### src/rtl/cfg_write_scheduler_pkg.sv
// Shared definitions for the configuration write scheduler and the synth top.
package cfg_write_scheduler_pkg;

    localparam int NUM_BYTES  = 6;
    localparam int CFG_ADDR_W = 3;

    typedef enum logic {
        IDLE,
        COMMIT
    } state_t;

    typedef enum logic {
        REQ_A,
        REQ_B
    } req_sel_t;

endpackage

### src/rtl/cfg_rr_arb.sv
// Two-requester round-robin arbiter; the parent gates grants with enable/FSM state.
module cfg_rr_arb
    import cfg_write_scheduler_pkg::*;
(
    input  logic clk,
    input  logic rst_n,
    input  logic req_a,
    input  logic req_b,
    input  logic advance,
    output logic grant_a,
    output logic grant_b
);

    req_sel_t rr_last;

    // On a tie the requester that was not granted last wins.
    assign grant_a = req_a && (!req_b || rr_last == REQ_B);
    assign grant_b = req_b && !grant_a;

    // NOTE: sequential state uses non-blocking assignments so every register samples pre-edge values.
    always_ff @(posedge clk) begin
        if (!rst_n) begin
            rr_last <= REQ_B;
        end else if (advance && grant_a) begin
            rr_last <= REQ_A;
        end else if (advance && grant_b) begin
            rr_last <= REQ_B;
        end
    end

endmodule

### src/rtl/cfg_write_scheduler.sv
// Collects config writes into a shadow copy and drains changed bytes to the synth
// one per cycle at frame boundaries or on demand.
module cfg_write_scheduler
    import cfg_write_scheduler_pkg::*;
#(
    parameter int NUM_BYTES  = cfg_write_scheduler_pkg::NUM_BYTES,
    parameter int FRAME_BITS = 16
) (
    input  logic                  clk,
    input  logic                  rst_n,
    input  logic                  ena,
    input  logic [FRAME_BITS-1:0] frame_period,
    input  logic                  a_valid,
    output logic                  a_ready,
    input  logic [CFG_ADDR_W-1:0] a_addr,
    input  logic [7:0]            a_data,
    input  logic                  b_valid,
    output logic                  b_ready,
    input  logic [CFG_ADDR_W-1:0] b_addr,
    input  logic [7:0]            b_data,
    input  logic                  commit_now,
    output logic [7:0]            cfg_data,
    output logic [7:0]            cfg_en,
    output logic                  frame_tick,
    output logic                  busy
);

    state_t                  state, state_nxt;
    logic [7:0]              shadow [NUM_BYTES];
    logic [NUM_BYTES-1:0]    dirty;
    logic [NUM_BYTES-1:0]    wr_mask;
    logic [NUM_BYTES-1:0]    sel_mask;
    logic [FRAME_BITS-1:0]   frame_cnt;
    logic                    active, drain, gnt_a, gnt_b, wr_fire;
    logic [CFG_ADDR_W-1:0]   wr_addr;
    logic [7:0]              wr_data;

    assign active = ena && (state == IDLE);
    assign drain  = ena && (state == COMMIT);
    assign busy   = (state == COMMIT);

    cfg_rr_arb u_arb (
        .clk     (clk),
        .rst_n   (rst_n),
        .req_a   (a_valid),
        .req_b   (b_valid),
        .advance (active),
        .grant_a (gnt_a),
        .grant_b (gnt_b)
    );

    assign a_ready = active && gnt_a;
    assign b_ready = active && gnt_b;
    assign wr_fire = (a_valid && a_ready) || (b_valid && b_ready);
    assign wr_addr = a_ready ? a_addr : b_addr;
    assign wr_data = a_ready ? a_data : b_data;

    // Writes outside the managed range complete the handshake but touch nothing.
    always_comb begin
        wr_mask = '0;
        if (wr_fire && int'(wr_addr) < NUM_BYTES) begin
            wr_mask[wr_addr] = 1'b1;
        end
    end

    // The >= compare keeps the counter bounded when frame_period is lowered.
    assign frame_tick = ena && (frame_cnt >= frame_period);

    // Lowest set bit of dirty: x & -x.
    assign sel_mask = dirty & (~dirty + 1'b1);

    always_comb begin
        cfg_en   = '0;
        cfg_data = '0;
        if (drain) begin
            cfg_en[NUM_BYTES-1:0] = sel_mask;
            for (int i = 0; i < NUM_BYTES; i++) begin
                cfg_data = cfg_data | (shadow[i] & {8{sel_mask[i]}});
            end
        end
    end

    // NOTE: combinational blocks assign every output a default first so no latch is inferred.
    always_comb begin
        state_nxt = state;
        case (state)
            IDLE: begin
                if ((frame_tick || commit_now) && (|(dirty | wr_mask))) begin
                    state_nxt = COMMIT;
                end
            end
            COMMIT: begin
                if (drain && ((dirty & ~sel_mask) == '0)) begin
                    state_nxt = IDLE;
                end
            end
            default: state_nxt = IDLE;
        endcase
    end

    // NOTE: the shadow array is reset because the synth expects all-zero config after reset.
    always_ff @(posedge clk) begin
        if (!rst_n) begin
            state     <= IDLE;
            frame_cnt <= '0;
            dirty     <= '0;
            for (int i = 0; i < NUM_BYTES; i++) begin
                shadow[i] <= '0;
            end
        end else if (ena) begin
            state     <= state_nxt;
            frame_cnt <= frame_tick ? '0 : frame_cnt + 1'b1;
            dirty     <= (dirty & ~(drain ? sel_mask : '0)) | wr_mask;
            for (int i = 0; i < NUM_BYTES; i++) begin
                if (wr_mask[i]) begin
                    shadow[i] <= wr_data;
                end
            end
        end
    end

endmodule
### config.mk
export PLATFORM = sky130hd
export DESIGN_NAME = cfg_write_scheduler
export DESIGN_NICKNAME = d
export VERILOG_FILES = /design/src/rtl/cfg_write_scheduler_pkg.sv /design/src/rtl/cfg_rr_arb.sv /design/src/rtl/cfg_write_scheduler.sv
export SDC_FILE = /design/constraint.sdc
export NUM_CORES = 1
export LEC_CHECK = 0
export ABC_AREA = 1
export CAP_MARGIN = 20
export CORE_ASPECT_RATIO = 2
export CORE_MARGIN = 1.5
export CORE_UTILIZATION = 25
export DETAILED_ROUTE_END_ITERATION = 7
export PLACE_DENSITY = 0.52
export SLEW_MARGIN = 20
export SYNTH_ARGS = -nofsm -noshare
export SYNTH_HDL_FRONTEND = slang
export SYNTH_SLANG_ARGS = --single-unit
### constraint.sdc
create_clock -name clk -period 3.9 [get_ports clk]
set_input_delay 0.78 -clock clk [delete_from_list [all_inputs] [get_ports clk]]
set_output_delay 0.78 -clock clk [all_outputs]
set_load 0.02 [all_outputs]
==> results of run 1 <==
-- how the worst max path moves through the flow --
stage                      from                          to  depth (start not counted)
6_report                    ena                   cfg_en[2]                          4
5_1_grt                     ena                   cfg_en[2]                          4
2_1_floorplan               ena  shadow[3][0]$_SDFFCE_PN0P_                         10
3_5_place_dp   frame_period[15]                  frame_tick                         10
3_3_place_gp                ena                   cfg_en[2]                          4
4_1_cts        frame_period[15]                  frame_tick                         10
-- cell usage after synthesis (2+ instances only) --
| cell | count |
|---|---|
| inv_2 | 2 |
| o21bai_1 | 3 |
| buf_6 | 2 |
| nand3b_1 | 2 |
| o31ai_1 | 5 |
| nand4_1 | 12 |
| nand2_4 | 2 |
| mux2i_1 | 8 |
| edfxtp_1 | 48 |
| a21oi_1 | 13 |
| buf_2 | 2 |
| nand2_2 | 7 |
| nand4_2 | 2 |
| buf_4 | 2 |
| nand2_1 | 86 |
| nor2_4 | 4 |
| nand3_2 | 3 |
| a221oi_1 | 4 |
| ha_1 | 17 |
| dfxtp_1 | 24 |
| nand3_1 | 11 |
| clkbuf_1 | 3 |
| xor2_1 | 8 |
| o21ai_0 | 9 |
| xnor2_1 | 2 |
| a41oi_1 | 4 |
| a22o_1 | 4 |
| inv_1 | 52 |
| nor2_1 | 85 |
| nor3_1 | 6 |
-- tightest hold or removal path, delay by kind of cell, from the launching register on --
| kind | cells | cell delay (ps) |
|---|---|---|
| DFF | 1 | 340 |
| and+or+nand+nor | 1 | 80 |
| AOI/OAI and AO/OA | 1 | 50 |
-- layout by cell type, fill, tap and decap left out, types with 4 or more instances in the layout --
master           netlist  layout
a21oi_1               13      13
a221oi_1               4       4
a22o_1                 4       4
a41oi_1                4       4
buf_4                  2      11
clkbuf_16              0       9
clkdlybuf4s50_1        0      60
dfxtp_1               24      24
edfxtp_1              48      48
ha_1                  17      17
inv_1                 52      52
mux2i_1                8       8
nand2_1               86      86
nand2_2                7       7
nand3_1               11      11
nand4_1               12      12
nor2_1                85      85
nor2_4                 4       4
nor3_1                 6       6
o21ai_0                9       9
o31ai_1                5       5
xor2_1                 8       8
-- where the power goes --
part / leakage, nW / internal [mW] / switching (mW) / total [mW]
logic: 1.38 / 0.0978 / 0.151 / 0.249
clock network: 0.156 / 0.560 / 0.324 / 0.884
registers: 0.694 / 0.851 / 0.0156 / 0.866
-- per-stage QoR --
stage / util / cells / hold WS (ps) / instance area, µm²
after global placement: 0.315 / 708 / 483 / 4840
after detailed placement: 0.315 / 708 / 496 / 4840
final: 0.336 / 724 / 509 / 5170
after floorplan: - / 447 / 469 / 3960
after CTS: 0.336 / 724 / 511 / 5160
after global routing: 0.336 / 724 / 539 / 5170
-- state kept, by name, summed over array words and instances, names as in the netlist --
| name | count |
|---|---|
| u_arb.rr_last | 1 |
| frame_cnt | 16 |
| shadow | 48 |
| dirty | 6 |
| busy | 1 |
-- per-layer routing --
layer	vias to the layer above	part of all wire	GRT usage
li1	1644	-	-
met1	1478	0.35	0.122
met2	74	0.58	0.265
met3	25	0.034	0.0295
met4	0	0.033	0.0615
met5	-	0	0
-- logic make-up (layout without fill, tap and decap cells) --
logic type,count (synthesis),after routing,synth area share
AND/OR/NAND/NOR,225,225,0.267
flip-flops,72,72,0.485
buffers and inverters,65,144,0.0692
AO/OA/AOI/OAI,48,48,0.0815
adder cells (fa/ha/maj),17,17,0.0537
XOR/XNOR,10,10,0.0221
multiplexers,8,8,0.0202
other,1,2,0.000947
-- final cells by class --
class,count,area share
Sequential cell,72,0.372
Multi-Input combinational cell,310,0.342
Timing Repair Buffer,72,0.135
Tap cell,198,0.0479
Clock buffer,9,0.0436
Inverter,56,0.0416
Clock inverter,7,0.0184
==> flow_summary.json, run 1 <==
{
  "status": "finished, final reports clean",
  "path_buf_inv": 2,
  "yosysUniqueCellTypes": 44,
  "tightest_slew_ps": 909,
  "drt_iter0_markers": 145,
  "leakagePower_nw": 2.23,
  "dpl.hpwl_um": 8230,
  "grt.total_usage": 0.133,
  "dpl_worst_slack_ps": 107,
  "postSynth.asyncResetShare": 0,
  "critPathKind": "in2out",
  "tritoncts": "yes",
  "antenna_cells": 0,
  "syn_area_mm2": 0.00396,
  "hp-class": "reg2reg",
  "num_rows": 64,
  "hold_depth": 2,
  "grt_pass1_wl_um": 16600,
  "fin_skew_ps": 4.29,
  "clkSinkCount": 72,
  "hold_path_end": "frame_cnt[0]$_SDFFE_PN0P_",
  "place_congestion": 0.824,
  "path_cells": "clkdlybuf4s50_1 > nand2_1 > nor4_1 > clkdlybuf4s50_1",
  "synth-main-ff-cell": "edfxtp_1",
  "setup_viol": 0,
  "cp_slowest_cell": "clkdlybuf4s50_1",
  "post_cts.repair.setup_buffers": 0,
  "drv_cap": 0,
  "boundaryPins": 64,
  "synth.avg_cell_area_um2": 8.88,
  "crit_fanout": 11,
  "drive_above_1_share": 0.0989,
  "slew_headroom": 0.377,
  "die_y_um": 181,
  "clock_path_buffers": 2,
  "finalCriticalPeriod_ps": 3670,
  "grt_setup_unrepaired": "no",
  "synth_top_area_cell": "edfxtp_1",
  "postSynthCellCount": 446,
  "fin_crit_sh": 0.942,
  "die-area_mm2": 0.0166,
  "multi_input_area_mm2": 0.00177,
  "end_kind": "primary output",
  "worstPathRequired_ps": 3120,
  "cts_resized": 0,
  "cts_max_level": 3,
  "r2r_slack_ps": 1840,
  "seq_area_mm2": 0.00192,
  "cts_root_buf": "clkbuf_16",
  "core-area_mm2": 0.0154,
  "synth_seq_cells": 72,
  "die_w_um": 92.0,
  "cts_made_buffers": 9,
  "ff2ff_path_depth": 10,
  "ant_nets": 0,
  "wire_per_inst_um": 14.7,
  "r2r_end": "frame_cnt[10]$_SDFFE_PN0P_",
  "grt_pass1_vias": 3328,
  "yosysSeqAreaShare": 0.485,
  "pwr_density_cell_mw_per_mm2": 387,
  "vias": 3221,
  "drc": 0,
  "fin_nets": 582,
  "drt_wl_total_um": 10600,
  "ctsHoldBuffers": 0,
  "synth_edf_count": 48,
  "r2r-start": "frame_cnt[11]$_SDFFE_PN0P_",
  "io_buffers": 61,
  "synth.top_cell.area_share": 0.364,
  "tns_ps": 0,
  "synth_area_leaders": "edfxtp_1 (36%), dfxtp_1 (12%), nand2_1 (8.2%)",
  "yosysWarnings": 0,
  "routed_via_density": 4.45,
  "power_mw": 2.00,
  "num-fill-cells": 1626,
  "hold_violations": 0,
  "cp-start-kind": "input port",
  "setup_ws_ps": 226,
  "clkTransAtPathRegs_ps": 60,
  "drt_pass1_iterations": 4,
  "grt_max_degree": 16,
  "clk_latency_ps": 340,
  "antenna_found_initial": 0,
  "cp_top_family": "buffers and inverters",
  "drv_slew": 0,
  "start_util": 0.257,
  "worst_path_most_repeated_cell": "clkdlybuf4s50_1",
  "irDropWorstVdd_mv": 0.209,
  "area_delta_synth_final_pct": 30.5,
  "fmax_mhz": 272,
  "arrival_ps": 2890,
  "slowest_delay_ps": 700,
  "min_from": "frame_cnt[0]$_SDFFE_PN0P_",
  "grt_overflow": 0
}
(Power assumes the default switching activity.)
==> inputs of run 2 (changes only) <==
- CORE_MARGIN: 1.5 -> 2
- SKIP_LAST_GASP: unset -> 1
- clock period: 3.9 -> 4.17 ns (I/O delays scaled with it)
==> flow_summary.json, run 2 (same netlist as run 1, synthesis figures left out) <==
{
  "status": "finished, final reports clean",
  "routed_via_density": 4.31,
  "power_mw": 1.84,
  "seq_area_mm2": 0.00192,
  "antenna_found_initial": 0,
  "grt_setup_unrepaired": "no",
  "tightest_slew_ps": 599,
  "io_buffers": 61,
  "boundaryPins": 64,
  "fin_nets": 582,
  "area_delta_synth_final_pct": 30.3,
  "drv_cap": 0,
  "antenna_cells": 0,
  "dp.cells": 711,
  "grt.total_usage": 0.113,
  "instances_no_fill": 726,
  "place_congestion": 0.740,
  "drt_pass1_iterations": 4,
  "final_area_mm2": 0.00516,
  "cts_made_buffers": 9,
  "hp-class": "reg2reg",
  "reg_top3": "shadow x48, frame_cnt x16, dirty x6",
  "fin_hold_ws_ps": 503,
  "clock_path_buffers": 2,
  "core-area_mm2": 0.0156,
  "drv_slew": 0,
  "pwr_density_cell_mw_per_mm2": 357,
  "grt_pass1_vias": 3005,
  "cp-start-kind": "input port",
  "drive_above_1_share": 0.0952,
  "dpl_worst_slack_ps": 320,
  "ff2ff_path_depth": 9,
  "grt_max_degree": 18,
  "grt_pass1_wl_um": 15100,
  "tns_ps": 0,
  "utilization": 0.330,
  "mostFrequentLayoutCells": "nand2_1 (86), nor2_1 (85), clkdlybuf4s50_1 (61), inv_1 (52), edfxtp_1 (48)",
  "top_register": "shadow",
  "ant_nets": 0,
  "irDropWorstVdd_mv": 0.280,
  "fmax_mhz": 261,
  "worstPathRequired_ps": 3340,
  "multi_input_area_mm2": 0.00177,
  "clk_latency_ps": 330,
  "slew_headroom": 0.590,
  "drc": 0,
  "critPathKind": "in2out",
  "die-area_mm2": 0.0169,
  "ctsHoldBuffers": 0,
  "setup_ws_ps": 343,
  "num_rows": 65,
  "grt_overflow": 0,
  "leakagePower_nw": 2.20,
  "arrival_ps": 2990,
  "post_cts.repair.setup_buffers": 0,
  "drt_iter0_markers": 147,
  "wire_per_inst_um": 12.4,
  "vias": 3126,
  "fin_crit_sh": 0.918,
  "final_common_cell": "nand2_1",
  "finalCriticalPeriod_ps": 3830,
  "die_y_um": 182,
  "die_w_um": 93.0,
  "placed_area_mm2": 0.00485,
  "drt_wl_total_um": 8980,
  "tritoncts": "yes",
  "fin_skew_ps": 5.03,
  "setup_viol": 0,
  "cts_resized": 0,
  "num-fill-cells": 1628,
  "clkTransAtPathRegs_ps": 60,
  "dpl.hpwl_um": 7010,
  "hold_violations": 0,
  "clkSinkCount": 72,
  "largest_reg_flops": 48,
  "cts_root_buf": "clkbuf_16",
  "crit_fanout": 4,
  "start_util": 0.254,
  "cts_max_level": 3,
  "end_kind": "primary output",
  "hold_depth": 2
}
[run 2: changes by cell type in the layout (fill, tap and decap cells not counted)]
cell	previous run	this run
clkbuf_1	0	1
clkdlybuf4s50_1	60	61
clkinv_2	2	1
clkinv_4	1	0
dlymetal6s2s_1	1	0
[run 2: metal layers]
metal	wire (µm)	vias up	GRT usage
met1	4240	1407	0.154
li1	-	1644	-
met5	0	-	0
met3	427	6	0.0232
met2	4180	69	0.175
met4	131	0	0.0441
[run 2: worst max-delay path, cell delays in order]
cell	delay, ps
clkdlybuf4s50_1	450
inv_1	40
ha_1	280
nand2_1	90
nor3_1	280
nand3_1	110
nand3_1	90
nand2_1	70
inv_1	110
clkdlybuf4s50_1	620
[run 2: area by class of cell]
class                           count  area share
Tap cell                          201      0.0488
Clock inverter                      5      0.0158
Sequential cell                    72       0.373
Multi-Input combinational cell    310       0.342
Timing Repair Buffer               72       0.134
Clock buffer                       10      0.0444
Inverter                           56      0.0417
[run 2: power breakdown]
part / total, mW / leakage, nW / switching [mW] / internal [mW]
Clock: 0.808 / 0.149 / 0.287 / 0.521
Combinational: 0.223 / 1.36 / 0.132 / 0.0913
Sequential: 0.810 / 0.694 / 0.0141 / 0.796
Total: 1.84 / 2.20 / 0.433 / 1.41
[run 2: worst paths after layout]
path / start / to / slack [ps]
max reg2reg: u_arb.rr_last$_SDFFE_PN1P_ / shadow[5][5]$_SDFFCE_PN0P_ / 2130
max: frame_period[15] / frame_tick / 340
min: frame_cnt[0]$_SDFFE_PN0P_ / frame_cnt[0]$_SDFFE_PN0P_ / 500
min reg2reg: frame_cnt[0]$_SDFFE_PN0P_ / frame_cnt[0]$_SDFFE_PN0P_ / 500
==> inputs of run 3 (changes only) <==
- CAP_MARGIN: 20 -> 40
==> results of run 3 <==
No change in the layout: final DEF, timing and power equal those of run 2.
